## config.mk

```make
export PLATFORM = sky130hd
export DESIGN_NAME = axi_read_arbiter_flat
export DESIGN_NICKNAME = d
export VERILOG_FILES = /design/src/rtl/axi_read_arbiter_pkg.sv /design/src/rtl/axi_read_arbiter_if.sv /design/src/rtl/axi_read_arbiter_rr_arbiter2.sv /design/src/rtl/axi_read_arbiter.sv /design/src/flat_wrapper.sv
export SDC_FILE = /design/constraint.sdc
export NUM_CORES = 1
export LEC_CHECK = 0
export CAP_MARGIN = 20
export CORE_MARGIN = 1
export CORE_UTILIZATION = 29
export DETAILED_ROUTE_END_ITERATION = 10
export PLACE_DENSITY = 0.76
export SLEW_MARGIN = 10
export SYNTH_ARGS = -nofsm -noshare
export SYNTH_HDL_FRONTEND = slang
export SYNTH_SLANG_ARGS = --single-unit
```

## constraint.sdc

```tcl
create_clock -name clk -period 1.9 [get_ports clk]
set_input_delay 0.38 -clock clk [delete_from_list [all_inputs] [get_ports clk]]
set_output_delay 0.38 -clock clk [all_outputs]
set_load 0.05 [all_outputs]
```

## src/rtl/axi_read_arbiter_pkg.sv

```systemverilog
// Shared definitions for the two-port AXI3 read arbiter.
//   state_e      : arbiter FSM states (IDLE / ADDR / DATA)
//   BURST_INCR   : AXI ARBURST encoding for incrementing bursts
//   RESP_OKAY    : AXI RRESP encoding for a good beat
//   PORT_ICACHE  : requester id of the instruction cache (port 0)
//   PORT_DCACHE  : requester id of the data cache (port 1)
//   axsize()     : ARSIZE encoding for a beat of the given byte width
package axi_read_arbiter_pkg;

  typedef enum logic [1:0] {
    ST_IDLE = 2'd0,
    ST_ADDR = 2'd1,
    ST_DATA = 2'd2
  } state_e;

  localparam logic [1:0] BURST_INCR  = 2'b01;
  localparam logic [1:0] RESP_OKAY   = 2'b00;
  localparam logic       PORT_ICACHE = 1'b0;
  localparam logic       PORT_DCACHE = 1'b1;

  function automatic logic [2:0] axsize(input int unsigned bytes);
    return 3'($clog2(bytes));
  endfunction

endpackage

```

## src/rtl/axi_read_arbiter_if.sv

```systemverilog
// Bus bundle around the read arbiter: two cache refill ports (s0 = I-cache,
// s1 = D-cache) and the shared AXI3 AR/R master port (m_*).
//   modport master : the arbiter's view (drives s*_arready, s*_r*, m_ar*, m_rready)
//   modport slave  : the environment's view (caches and interconnect)
interface axi_read_arbiter_if #(
  parameter int ADDR_W = 32,
  parameter int DATA_W = 32,
  parameter int ID_W   = 4
) ();

  logic [ADDR_W-1:0] s0_araddr;
  logic              s0_arvalid;
  logic              s0_arready;
  logic [DATA_W-1:0] s0_rdata;
  logic              s0_rvalid;
  logic              s0_rlast;
  logic              s0_rready;

  logic [ADDR_W-1:0] s1_araddr;
  logic              s1_arvalid;
  logic              s1_arready;
  logic [DATA_W-1:0] s1_rdata;
  logic              s1_rvalid;
  logic              s1_rlast;
  logic              s1_rready;

  logic [ADDR_W-1:0] m_araddr;
  logic [3:0]        m_arlen;
  logic [2:0]        m_arsize;
  logic [1:0]        m_arburst;
  logic [ID_W-1:0]   m_arid;
  logic              m_arvalid;
  logic              m_arready;
  logic [DATA_W-1:0] m_rdata;
  logic [ID_W-1:0]   m_rid;
  logic [1:0]        m_rresp;
  logic              m_rlast;
  logic              m_rvalid;
  logic              m_rready;

  modport master (
    input  s0_araddr, s0_arvalid, s0_rready,
    output s0_arready, s0_rdata, s0_rvalid, s0_rlast,
    input  s1_araddr, s1_arvalid, s1_rready,
    output s1_arready, s1_rdata, s1_rvalid, s1_rlast,
    output m_araddr, m_arlen, m_arsize, m_arburst, m_arid, m_arvalid,
    input  m_arready,
    input  m_rdata, m_rid, m_rresp, m_rlast, m_rvalid,
    output m_rready
  );

  modport slave (
    output s0_araddr, s0_arvalid, s0_rready,
    input  s0_arready, s0_rdata, s0_rvalid, s0_rlast,
    output s1_araddr, s1_arvalid, s1_rready,
    input  s1_arready, s1_rdata, s1_rvalid, s1_rlast,
    input  m_araddr, m_arlen, m_arsize, m_arburst, m_arid, m_arvalid,
    output m_arready,
    output m_rdata, m_rid, m_rresp, m_rlast, m_rvalid,
    input  m_rready
  );

endinterface

```

## src/rtl/axi_read_arbiter_rr_arbiter2.sv

```systemverilog
// Two-way round-robin grant.
//   req_i    : request vector, bit n = port n
//   ptr_i    : port favoured when both request
//   gnt_o    : one-hot grant (all zero when no request)
//   gnt_id_o : granted port number
//   any_o    : at least one request present
module rr_arbiter2
  import axi_read_arbiter_pkg::*;
(
  input  logic [1:0] req_i,
  input  logic       ptr_i,
  output logic [1:0] gnt_o,
  output logic       gnt_id_o,
  output logic       any_o
);

  always_comb begin
    any_o    = |req_i;
    gnt_id_o = PORT_ICACHE;
    if (req_i == 2'b11) begin
      gnt_id_o = ptr_i;
    end else if (req_i[1]) begin
      gnt_id_o = PORT_DCACHE;
    end
    gnt_o = '0;
    if (any_o) begin
      gnt_o[gnt_id_o] = 1'b1;
    end
  end

endmodule

```

## src/rtl/axi_read_arbiter.sv

```systemverilog
// Shares one AXI3 read port between the I-cache (port 0) and D-cache
// (port 1). One burst at a time, round-robin between simultaneous requests.
//   clk, rst : clock, asynchronous active-high reset
//   bus      : cache ports s0/s1 and AXI master port m (master modport)
//   busy     : a burst is in flight (FSM not idle)
//   err      : one-cycle pulse on a beat with bad RRESP, wrong RID, or
//              RLAST not coinciding with beat BURST_LEN
module axi_read_arbiter
  import axi_read_arbiter_pkg::*;
#(
  parameter int ADDR_W    = 32,
  parameter int DATA_W    = 32,
  parameter int BURST_LEN = 8,
  parameter int ID_W      = 4
) (
  input  logic                clk,
  input  logic                rst,
  axi_read_arbiter_if.master  bus,
  output logic                busy,
  output logic                err
);

  localparam int CNT_W = $clog2(BURST_LEN) + 1;

  state_e            state_q;
  logic              rr_ptr_q;
  logic              gnt_q;
  logic [ADDR_W-1:0] araddr_q;
  logic              arvalid_q;
  logic [CNT_W-1:0]  beat_cnt_q;
  logic [CNT_W-1:0]  beat_cnt_d;

  logic [1:0] req;
  logic [1:0] gnt;
  logic       gnt_id;
  logic       any_req;
  logic       in_idle;
  logic       in_data;
  logic       sel_rready;
  logic       beat_fire;
  logic       last_expected;

  assign req = {bus.s1_arvalid, bus.s0_arvalid};

  rr_arbiter2 u_rr (
    .req_i    (req),
    .ptr_i    (rr_ptr_q),
    .gnt_o    (gnt),
    .gnt_id_o (gnt_id),
    .any_o    (any_req)
  );

  // arready is combinational from IDLE; rst gates it so outputs are 0 during reset.
  assign in_idle = (state_q == ST_IDLE) && !rst;
  assign in_data = (state_q == ST_DATA);

  assign bus.s0_arready = in_idle && gnt[0];
  assign bus.s1_arready = in_idle && gnt[1];

  assign bus.m_araddr  = araddr_q;
  assign bus.m_arlen   = 4'(BURST_LEN - 1);
  assign bus.m_arsize  = axsize(int'(DATA_W / 8));
  assign bus.m_arburst = BURST_INCR;
  assign bus.m_arid    = ID_W'(gnt_q);
  assign bus.m_arvalid = arvalid_q;

  // R path is purely combinational toward the granted port only.
  assign sel_rready   = gnt_q ? bus.s1_rready : bus.s0_rready;
  assign bus.m_rready = in_data && sel_rready;

  assign bus.s0_rvalid = in_data && !gnt_q && bus.m_rvalid;
  assign bus.s1_rvalid = in_data &&  gnt_q && bus.m_rvalid;
  assign bus.s0_rdata  = (in_data && !gnt_q) ? bus.m_rdata : '0;
  assign bus.s1_rdata  = (in_data &&  gnt_q) ? bus.m_rdata : '0;
  assign bus.s0_rlast  = in_data && !gnt_q && bus.m_rlast;
  assign bus.s1_rlast  = in_data &&  gnt_q && bus.m_rlast;

  assign beat_fire     = bus.m_rvalid && bus.m_rready;
  assign beat_cnt_d    = beat_cnt_q + CNT_W'(1);
  assign last_expected = (beat_cnt_d == CNT_W'(BURST_LEN));

  assign err = beat_fire && ((bus.m_rresp != RESP_OKAY) ||
                             (bus.m_rid != ID_W'(gnt_q)) ||
                             (bus.m_rlast != last_expected));

  assign busy = (state_q != ST_IDLE);

  always_ff @(posedge clk or posedge rst) begin
    if (rst) begin
      state_q    <= ST_IDLE;
      rr_ptr_q   <= PORT_ICACHE;
      gnt_q      <= PORT_ICACHE;
      araddr_q   <= '0;
      arvalid_q  <= 1'b0;
      beat_cnt_q <= '0;
    end else begin
      unique case (state_q)
        ST_IDLE: begin
          if (any_req) begin
            araddr_q  <= gnt_id ? bus.s1_araddr : bus.s0_araddr;
            gnt_q     <= gnt_id;
            arvalid_q <= 1'b1;
            state_q   <= ST_ADDR;
          end
        end
        ST_ADDR: begin
          if (bus.m_arready) begin
            arvalid_q  <= 1'b0;
            beat_cnt_q <= '0;
            state_q    <= ST_DATA;
          end
        end
        ST_DATA: begin
          if (beat_fire) begin
            // Only RLAST ends the burst; a missing RLAST keeps counting.
            if (bus.m_rlast) begin
              beat_cnt_q <= '0;
              rr_ptr_q   <= ~gnt_q;
              state_q    <= ST_IDLE;
            end else begin
              beat_cnt_q <= beat_cnt_d;
            end
          end
        end
        default: state_q <= ST_IDLE;
      endcase
    end
  end

endmodule

```

## src/flat_wrapper.sv

```systemverilog
// flat-port wrapper written by rule: the top's interface ports become plain ports
module axi_read_arbiter_flat import axi_read_arbiter_pkg::*;
#(
  parameter int ADDR_W    = 32,
  parameter int DATA_W    = 32,
  parameter int BURST_LEN = 8,
  parameter int ID_W      = 4
)
  (clk, rst, busy, err, bus_s0_araddr, bus_s0_arvalid, bus_s0_rready, bus_s0_arready, bus_s0_rdata, bus_s0_rvalid, bus_s0_rlast, bus_s1_araddr, bus_s1_arvalid, bus_s1_rready, bus_s1_arready, bus_s1_rdata, bus_s1_rvalid, bus_s1_rlast, bus_m_araddr, bus_m_arlen, bus_m_arsize, bus_m_arburst, bus_m_arid, bus_m_arvalid, bus_m_arready, bus_m_rdata, bus_m_rid, bus_m_rresp, bus_m_rlast, bus_m_rvalid, bus_m_rready);
  axi_read_arbiter_if #(.ADDR_W(ADDR_W), .DATA_W(DATA_W), .ID_W(ID_W)) bus_i ();
  input  logic clk;
  input  logic rst;
  output logic busy;
  output logic err;
  input wire logic [$bits(bus_i.s0_araddr)-1:0] bus_s0_araddr;
  input wire logic [$bits(bus_i.s0_arvalid)-1:0] bus_s0_arvalid;
  input wire logic [$bits(bus_i.s0_rready)-1:0] bus_s0_rready;
  output wire logic [$bits(bus_i.s0_arready)-1:0] bus_s0_arready;
  output wire logic [$bits(bus_i.s0_rdata)-1:0] bus_s0_rdata;
  output wire logic [$bits(bus_i.s0_rvalid)-1:0] bus_s0_rvalid;
  output wire logic [$bits(bus_i.s0_rlast)-1:0] bus_s0_rlast;
  input wire logic [$bits(bus_i.s1_araddr)-1:0] bus_s1_araddr;
  input wire logic [$bits(bus_i.s1_arvalid)-1:0] bus_s1_arvalid;
  input wire logic [$bits(bus_i.s1_rready)-1:0] bus_s1_rready;
  output wire logic [$bits(bus_i.s1_arready)-1:0] bus_s1_arready;
  output wire logic [$bits(bus_i.s1_rdata)-1:0] bus_s1_rdata;
  output wire logic [$bits(bus_i.s1_rvalid)-1:0] bus_s1_rvalid;
  output wire logic [$bits(bus_i.s1_rlast)-1:0] bus_s1_rlast;
  output wire logic [$bits(bus_i.m_araddr)-1:0] bus_m_araddr;
  output wire logic [$bits(bus_i.m_arlen)-1:0] bus_m_arlen;
  output wire logic [$bits(bus_i.m_arsize)-1:0] bus_m_arsize;
  output wire logic [$bits(bus_i.m_arburst)-1:0] bus_m_arburst;
  output wire logic [$bits(bus_i.m_arid)-1:0] bus_m_arid;
  output wire logic [$bits(bus_i.m_arvalid)-1:0] bus_m_arvalid;
  input wire logic [$bits(bus_i.m_arready)-1:0] bus_m_arready;
  input wire logic [$bits(bus_i.m_rdata)-1:0] bus_m_rdata;
  input wire logic [$bits(bus_i.m_rid)-1:0] bus_m_rid;
  input wire logic [$bits(bus_i.m_rresp)-1:0] bus_m_rresp;
  input wire logic [$bits(bus_i.m_rlast)-1:0] bus_m_rlast;
  input wire logic [$bits(bus_i.m_rvalid)-1:0] bus_m_rvalid;
  output wire logic [$bits(bus_i.m_rready)-1:0] bus_m_rready;
  assign bus_i.s0_araddr = bus_s0_araddr;
  assign bus_i.s0_arvalid = bus_s0_arvalid;
  assign bus_i.s0_rready = bus_s0_rready;
  assign bus_s0_arready = bus_i.s0_arready;
  assign bus_s0_rdata = bus_i.s0_rdata;
  assign bus_s0_rvalid = bus_i.s0_rvalid;
  assign bus_s0_rlast = bus_i.s0_rlast;
  assign bus_i.s1_araddr = bus_s1_araddr;
  assign bus_i.s1_arvalid = bus_s1_arvalid;
  assign bus_i.s1_rready = bus_s1_rready;
  assign bus_s1_arready = bus_i.s1_arready;
  assign bus_s1_rdata = bus_i.s1_rdata;
  assign bus_s1_rvalid = bus_i.s1_rvalid;
  assign bus_s1_rlast = bus_i.s1_rlast;
  assign bus_m_araddr = bus_i.m_araddr;
  assign bus_m_arlen = bus_i.m_arlen;
  assign bus_m_arsize = bus_i.m_arsize;
  assign bus_m_arburst = bus_i.m_arburst;
  assign bus_m_arid = bus_i.m_arid;
  assign bus_m_arvalid = bus_i.m_arvalid;
  assign bus_i.m_arready = bus_m_arready;
  assign bus_i.m_rdata = bus_m_rdata;
  assign bus_i.m_rid = bus_m_rid;
  assign bus_i.m_rresp = bus_m_rresp;
  assign bus_i.m_rlast = bus_m_rlast;
  assign bus_i.m_rvalid = bus_m_rvalid;
  assign bus_m_rready = bus_i.m_rready;
  axi_read_arbiter #(.ADDR_W(ADDR_W), .DATA_W(DATA_W), .BURST_LEN(BURST_LEN), .ID_W(ID_W)) u_core (.clk(clk), .rst(rst), .bus(bus_i), .busy(busy), .err(err));
endmodule
```

# Word-level counts from Yosys, hierarchy flattened
# Cells that the tools add are included.
# op_classes
add_sub_neg	1
n_lt_le_gt_ge	2
n_eq_ne	10
mux	21
bitwise_logic	1
n_reduce_logical	28
# ops
operator	n
32-bit 2-to-1 mux	3
1-bit logical AND	13
4-bit 2-to-1 mux	3
2-bit 2-to-1 mux	5
3-bit AND reduction	3
4-bit one-hot mux with 2 select lines	1
2-bit nonzero test	4
1-bit 2-to-1 mux	6
2-bit inequality test, second input constant	3
2-bit one-hot mux with 3 select lines	1
4-bit by 1-bit adder with 4-bit output, second input constant	1
2-bit == test, second input constant	2
4-bit == test, second input constant	1
4-bit by 1-bit inequality test with 1-bit output	1
4-bit AND reduction	1
2-bit by 1-bit == test with 1-bit output, second input constant	1
1-bit zero test	2
2-bit zero test	1
1-bit logical OR	2
1-bit by 2-bit < comparator with 1-bit output, second input constant	1
2-bit by 1-bit inequality test with 1-bit output, second input constant	1
1-bit one-hot mux with 2 select lines	1
2-bit AND reduction	1
2-bit OR reduction	1
4 further kinds	4
# word_totals
reg_bits	41
in_bits	111
out_inout_bits	119
elab_cells	69

# Longest topological paths before layout
# Gate-level depths: netlist (run 1).
# depth
depth_word	8
depth_mapped	7
ltp_nobuf	4

# By module
# A second synthesis (run 1) with hierarchy kept.
# hier_totals
cells_unflattened	295
area_unflattened_um2	2603.7
# by_module_without_submodules
module	instances	cells_per_inst	area_each_um2	seq_area_each_um2
axi_read_arbiter	1	290	2571.2	1026.0
rr_arbiter2	1	5	32.5	0.0

# Least setup slack after synthesis (run 1)
# Ideal clock, no wire load.
# synth_timing
kind	reg2out
from	register u_core.state_q[0]
to	output bus_s1_arready
arrival_time_ps	1991
t_required_ps	1520
slack_ps	-471
path_stages_with_launch	3
path_buffers	0
path_cell_list	dfrtp_1 > or2_1 > nor3_1
# synth_via
elab_chain_cells	3
# synth_rtl
element	line	rtl
from (decl)	axi_read_arbiter.sv:25	state_e state_q;
from (signal assigned)	axi_read_arbiter.sv:90	state_q <= ST_IDLE;
from (signal assigned)	axi_read_arbiter.sv:103	state_q <= ST_ADDR;
from (signal assigned)	axi_read_arbiter.sv:110	state_q <= ST_DATA;
2-bit zero test	axi_read_arbiter.sv:54	assign in_idle = (state_q == ST_IDLE) && !rst;
1-bit logical AND	axi_read_arbiter.sv:54	
1-bit logical AND	axi_read_arbiter.sv:58	assign bus.s1_arready = in_idle && gnt[1];
to (decl)	flat_wrapper.sv:25	output wire logic [$bits(bus_i.s1_arready)-1:0] bus_s1_arready;
# No other way between the ends.

# Final worst setup path (run 1)
# layout_timing
from	input bus_m_rresp[1]
to	output err
# layout_via
elab_chain_cells	4
# layout_rtl
element	line	rtl
from (decl)	flat_wrapper.sv:38	input wire logic [$bits(bus_i.m_rresp)-1:0] bus_m_rresp;
2-bit nonzero test	axi_read_arbiter.sv:82	assign err = beat_fire && ((bus.m_rresp != RESP_OKAY) ||
1-bit logical OR	axi_read_arbiter.sv:82	
1-bit logical OR	axi_read_arbiter.sv:83	(bus.m_rid != ID_W'(gnt_q)) ||
1-bit logical AND	axi_read_arbiter.sv:82	
to (decl)	flat_wrapper.sv:14	output logic err;
# No other way between the ends.

==> results of run 1 <==
cell type report:
type	instances	area (um^2)	share of cell area, %
tap	108	135	2.09
multi-input combinational	224	1700	26.2
sequential	41	1030	15.9
timing repair buffer	258	3480	53.8
inverter	3	15.0	0.232
antenna	1	2.50	0.0386
clock inverter	1	30.0	0.463
clock buffer	7	86.3	1.33
Yosys cell counts, drive strengths merged:
cell,instances
a21boi,1
a22o,1
a32o,1
and2,36
and3,37
and3b,1
buf,22
clkbuf,14
conb,2
dfrtp,41
ha,1
inv,3
mux2,1
mux2i,33
nand2,37
nand2b,5
nand3,2
nor2,4
nor2b,2
nor3,1
o211ai,1
o21a,1
o21ai,39
o2bb2ai,2
o41a,1
or2,2
or4,1
xnor2,1
xor2,1
placed cells by master (no fill, tap or decap), drive strengths merged, types with 2 or more instances in the layout:
cell type        n
and2            36
and3            37
buf            118
clkbuf           8
clkdlybuf4s50  134
conb            12
dfrtp           41
dlymetal6s2s     4
inv              2
mux2i           33
nand2           37
nand2b           5
nand3            2
nor2             4
nor2b            2
o21ai           39
o2bb2ai          2
or2              2
worst reg2reg max path, delay by kind of cell, from the launching register on:
family | cells | cell delay [ps]
DFF | 1 | 410
and+or+nand+nor | 3 | 630
AOI/OAI and AO/OA | 1 | 80
buffers and inverters | 4 | 570
layer usage:
metal  wire length, um  GRT usage (%)  up-vias
li1                  -              -     1463
met1              4550           28.7     1447
met2              6630           48.2      101
met3               411           3.11        6
met4                68           4.94        0
met5                 0              0        -
logic make-up after synthesis:
| group | share of synthesized area [%] |
|---|---|
| compound gates | 10.2 |
| other cells | 0.289 |
| simple gates | 26.8 |
| fa+ha+maj | 0.481 |
| xor+xnor | 0.674 |
| buf+inv | 8.95 |
| flops | 39.4 |
| mux | 13.1 |
path summary, 6_finish.rpt:
kind | start | endpoint | slack, ps | depth (start not counted)
worst min register to register | u_core.bus.m_araddr[3]$_DFFE_PP0P_ | u_core.bus.m_araddr[3]$_DFFE_PP0P_ | 480 | 2
worst max register to register | u_core.state_q[0]$_DFFE_PP0P_ | u_core.bus.m_araddr[11]$_DFFE_PP0P_ | 100 | 8
max in group asynchronous | rst | u_core.state_q[1]$_DFFE_PP0P_ | 810 | 3
min in group asynchronous | rst | u_core.rr_ptr_q$_DFFE_PP0P_ | 710 | 3
worst min-delay path | u_core.bus.m_araddr[3]$_DFFE_PP0P_ | u_core.bus.m_araddr[3]$_DFFE_PP0P_ | 480 | 2
worst max-delay path | bus_m_rresp[1] | err | -300 | 4
metrics by stage:
| step | cells | setup WS [ps] | hold WS [ps] | setup TNS (ps) | area (um^2) |
|---|---|---|---|---|---|
| 2_1_floorplan | 304 | -45.0 | 368 | -45.0 | 2650 |
| 3_3_place_gp | 610 | -392 | 461 | -397 | 5620 |
| 3_5_place_dp | 610 | -393 | 470 | -572 | 5620 |
| 4_1_cts | 644 | -330 | 488 | -10050 | 6470 |
| 5_1_grt | 643 | -357 | 517 | -13850 | 6480 |
| 6_report | 643 | -299 | 484 | -9780 | 6480 |
registers in the layout, indices dropped and copies added, names as in the netlist:
| register | cells |
|---|---|
| u_core.bus.m_araddr | 32 |
| u_core.beat_cnt_q | 4 |
| u_core.state_q | 2 |
| u_core.bus.m_arvalid | 1 |
| u_core.gnt_q | 1 |
| u_core.rr_ptr_q | 1 |
power by group through the flow:
stage | Sequential (mW) | Combinational [mW] | Clock, mW
final | 1.52 | 6.91 | 0.716
after global routing | 1.58 | 7.20 | 0.769
after CTS | 1.52 | 6.84 | 0.732
after detailed placement | 1.53 | 5.71 | 0
after global placement | 1.50 | 5.62 | 0
after floorplan | 2.68 | 2.13 | 0
repair_timing:
item / CTS / global route
hold endpoints to repair: 0 / 0
setup endpoints to repair: 72 / 95
gates resized for setup: 99 / 21
cloned: 9 / 1
pin swaps: 40 / 10
buffers inserted: 17 / 3
==> reports/qor.yml, run 1 <==
sta:
  fmax_mhz: 455
  hold_viol_final: 0
  fin_ws_ps: -299
  min_period_over_period_pct: 116
  slew_viol_final: 0
  fin_skew_ps: 8.35
  tightestPinTransition_ps: 529
  slew_headroom_pct: 64.7
  fin_crit_ps: 2200
  rsz0062_at_grt: "true"
  setup_viol: 67
clock_network:
  cts_made_buffers: 5
  htree_levels: 2
  insertion_delay_ps: 280
  root_buffer: "clkbuf_8"
  clock_sinks: 41
  cts_hold_buf: 0
  clkTransAtPathRegs_ps: 80
  clock_path_buffers: 2
  cts_tree: "built"
place:
  place.gp.congestion: 0.769
  io_buffers: 217
  post-dp-hpwl_um: 7840
floorplan:
  core_um2: 8720
  dieArea_um2: 9350
  die_w_um: 96.7
  die_y_um: 96.7
  fp-row-count: 34
  initial_utilization_pct: 29.8
  ios: 230
grt:
  antenna_found_initial: 1
  overflow: 0
  grt_max_degree: 55
  grt_pass1_wl_um: 18400
  grt_pass1_vias: 3286
  grtUsageTotal_pct: 24.8
synth:
  ys_types: 34
  avgSynthCellArea_um2: 8.85
  netlist_instances: 294
  netlist_area_um2: 2600
  yosysTopAreaCellShare_pct: 39.4
  yosys-top-cells-area: "dfrtp_1 39%, mux2i_1 13%, and3_1 8.9%"
  yosysWarnings: 0
  yosysTopAreaCell: "dfrtp_1"
  ys_ff_latch: 41
  yosysSeqAreaShare_pct: 39.4
final_layout:
  drive_above_1_share_pct: 38.8
  layout-area-overhead-vs-synth_pct: 149
  nets: 645
  final_util_pct: 74.3
  fill_cells: 560
power_and_ir_drop:
  internal_power_mw: 4.79
  ir_drop_uv: 761
  p_comb_share_pct: 75.5
  p_leak_nw: 2.87
  switching_power_mw: 4.36
  pwr-share-clk_pct: 7.8
  total_power_mw: 9.15
  seqPwrFrac_pct: 16.7
  sw_frac_of_total_pct: 47.7
  power-per-cell-area_nw_per_um2: 1410
critical_path:
  crit_path_cell_trace: "clkdlybuf4s50_1 -> or4_4 -> o41a_1 -> buf_12"
  arrival_ps: 1820
  cp.required_ps: 1520
  critical_path.max_fanout: 1
  cp_top_family: "buffers and inverters"
  critPathBufInv: 2
  setup.worst_path.start_class: "input port"
  endpoint_kind: "output port"
  cp_slowest_cell: "o41a_1"
  path_class: "in2out"
  cp_slowest_stage_delay_ps: 460
status:
  violations: "negative setup slack"
  outcome: "finished with violations"
routing:
  ant_nets: 0
  drcViolationCount: 0
  routedWlPerCell_um: 18.1
  wirelength_um: 11700
  viasPerCell: 4.69
  drt_iter0_markers: 61
  vias: 3017
  drt-pass1-iter-count: 4
hold_path:
  hp-class: "reg2reg"
flow_run:
  drv_cap: 0
Note: power is estimated with default switching activity, not from simulation.
==> run 2: changes to the inputs <==
--- a/config.mk
+++ b/config.mk
@@ -9,7 +9,7 @@
 export CORE_MARGIN = 1
 export CORE_UTILIZATION = 29
 export DETAILED_ROUTE_END_ITERATION = 10
-export PLACE_DENSITY = 0.76
+export PLACE_DENSITY = 0.84
 export SLEW_MARGIN = 10
 export SYNTH_ARGS = -nofsm -noshare
 export SYNTH_HDL_FRONTEND = slang
==> reports/qor.yml, run 2 (same netlist as run 1, synthesis figures left out) <==
critical_path:
  critical_path.max_fanout: 1
  path_class: "in2out"
  setup.worst_path.start_class: "input port"
  cp_slowest_stage_delay_ps: 470
  critPathBufInv: 2
  cp_slowest_cell: "or4_4"
  crit_path_cell_trace: "dlygate4sd2_1 -> or4_4 -> o41a_1 -> buf_6"
  cp_top_family: "simple AND/OR/NAND/NOR gates"
  arrival_ps: 1710
  endpoint_kind: "output port"
  cp.required_ps: 1520
sta:
  rsz0062_at_grt: "true"
  setup_viol: 65
  slew_headroom_pct: 64.2
  fmax_mhz: 479
  min_period_over_period_pct: 110
  fin_crit_ps: 2090
  hold_viol_final: 0
  slew_viol_final: 0
  tns_ps: -3250
  fin_skew_ps: 7.59
  fin_ws_ps: -188
  tightestPinTransition_ps: 535
  holdWs_ps: 488
status:
  outcome: "finished with violations"
  violations: "negative setup slack"
routing:
  drt_iter0_markers: 112
  wirelength_um: 11400
  routedWlPerCell_um: 17.9
  vias: 3001
  drcViolationCount: 0
  drt-pass1-iter-count: 4
  ant_nets: 0
  viasPerCell: 4.72
clock_network:
  clock_sinks: 41
  clock_path_buffers: 2
  cts_tree: "built"
  root_buffer: "clkbuf_8"
  htree_levels: 2
  cts_hold_buf: 0
  insertion_delay_ps: 280
  clkTransAtPathRegs_ps: 70
  cts_made_buffers: 5
final_layout:
  layout-area-overhead-vs-synth_pct: 141
  largest_reg_flops: 32
  fill_cells: 575
  final_util_pct: 71.8
  final_cell_mix: "133 x clkdlybuf4s50_1, 74 x buf_12, 38 x dfrtp_1"
  layout_commonest_cell: "clkdlybuf4s50_1"
  nets: 639
  drive_above_1_share_pct: 37.7
  diodes: 0
power_and_ir_drop:
  seqPwrFrac_pct: 17.7
  ir_drop_uv: 674
  switching_power_mw: 4.24
  internal_power_mw: 4.49
  sw_frac_of_total_pct: 48.6
  p_comb_share_pct: 74.1
  power-per-cell-area_nw_per_um2: 1390
  p_leak_nw: 2.78
  pwr-share-clk_pct: 8.2
grt:
  overflow: 0
  grt_pass1_vias: 3106
  antenna_found_initial: 0
  grt_pass1_wl_um: 16300
  grtUsageTotal_pct: 21.9
  grt_max_degree: 53
floorplan:
  initial_utilization_pct: 29.8
  ios: 230
  dieArea_um2: 9350
  die_y_um: 96.7
  die_w_um: 96.7
  fp-row-count: 34
  core_um2: 8720
place:
  io_buffers: 217
  post-dp-hpwl_um: 8050
  place.gp.congestion: 0.834
hold_path:
  hp-class: "reg2reg"
flow_run:
  drv_cap: 0
-- run 2: path summary, 6_finish.rpt --
kind                                               startpoint                                  end  slack (ps)  depth (start not counted)
hold / removal             u_core.bus.m_araddr[8]$_DFFE_PP0P_   u_core.bus.m_araddr[8]$_DFFE_PP0P_         490                          2
setup / recovery                               bus_m_rresp[0]                                  err        -190                          4
max in group asynchronous                                 rst        u_core.state_q[1]$_DFFE_PP0P_         850                          3
hold reg to reg            u_core.bus.m_araddr[8]$_DFFE_PP0P_   u_core.bus.m_araddr[8]$_DFFE_PP0P_         490                          2
min in group asynchronous                                 rst  u_core.bus.m_araddr[18]$_DFFE_PP0P_         670                          3
setup reg to reg                u_core.state_q[0]$_DFFE_PP0P_     u_core.beat_cnt_q[3]$_DFFE_PP0P_         150                          7
-- run 2: timing repair --
| item | in CTS | in global routing |
|---|---|---|
| cloned | 6 | 3 |
| resized for setup | 63 | 49 |
| setup buffers | 6 | 5 |
| setup endpoints to repair | 61 | 72 |
| hold endpoints to repair | 0 | 0 |
| pin swaps | 27 | 10 |
-- run 2: cell type report --
type                            count  area [um^2]  area share [%]
Sequential cell                    41         1030            16.5
Multi-Input combinational cell    224         1660            26.5
Inverter                            3         15.0           0.240
Timing Repair Buffer              252         3300            52.7
Clock inverter                      1         30.0           0.480
Tap cell                          108          135            2.16
Clock buffer                        7         86.3            1.38
-- run 2: power groups by stage --
| stage | registers (mW) | logic, mW | clock network [mW] |
|---|---|---|---|
| after floorplan | 2.68 | 2.13 | 0 |
| after global placement | 1.51 | 5.50 | 0 |
| after detailed placement | 1.54 | 5.60 | 0 |
| after CTS | 1.54 | 6.08 | 0.741 |
| after global routing | 1.60 | 6.73 | 0.777 |
| final | 1.54 | 6.47 | 0.717 |
-- run 2: through the flow --
stage / setup WS, ps / power, mW / instance area (um^2) / cells
floorplan: -45.0 / 4.81 / 2650 / 304
finish: -188 / 8.73 / 6260 / 636
detailed placement: -411 / 7.14 / 5560 / 608
global route: -237 / 9.10 / 6260 / 636
global placement: -395 / 7.01 / 5560 / 608
CTS: -291 / 8.36 / 5960 / 628
-- run 2: worst register-to-register path, stage by stage (launching register included) --
cell	delay, ps
dfrtp_2	460
nor2b_4	200
buf_6	150
clkbuf_16	140
buf_4	110
a32o_1	300
o21ai_0	140
o2bb2ai_1	140
-- run 2: metal layers --
metal  vias to the layer above  GRT usage, %  wire length [um]
li1                       1436             -                 -
met1                      1454          24.2              4320
met2                        97          43.0              6440
met3                        14          4.12               500
met4                         0          4.25               151
met5                         -             0                 0
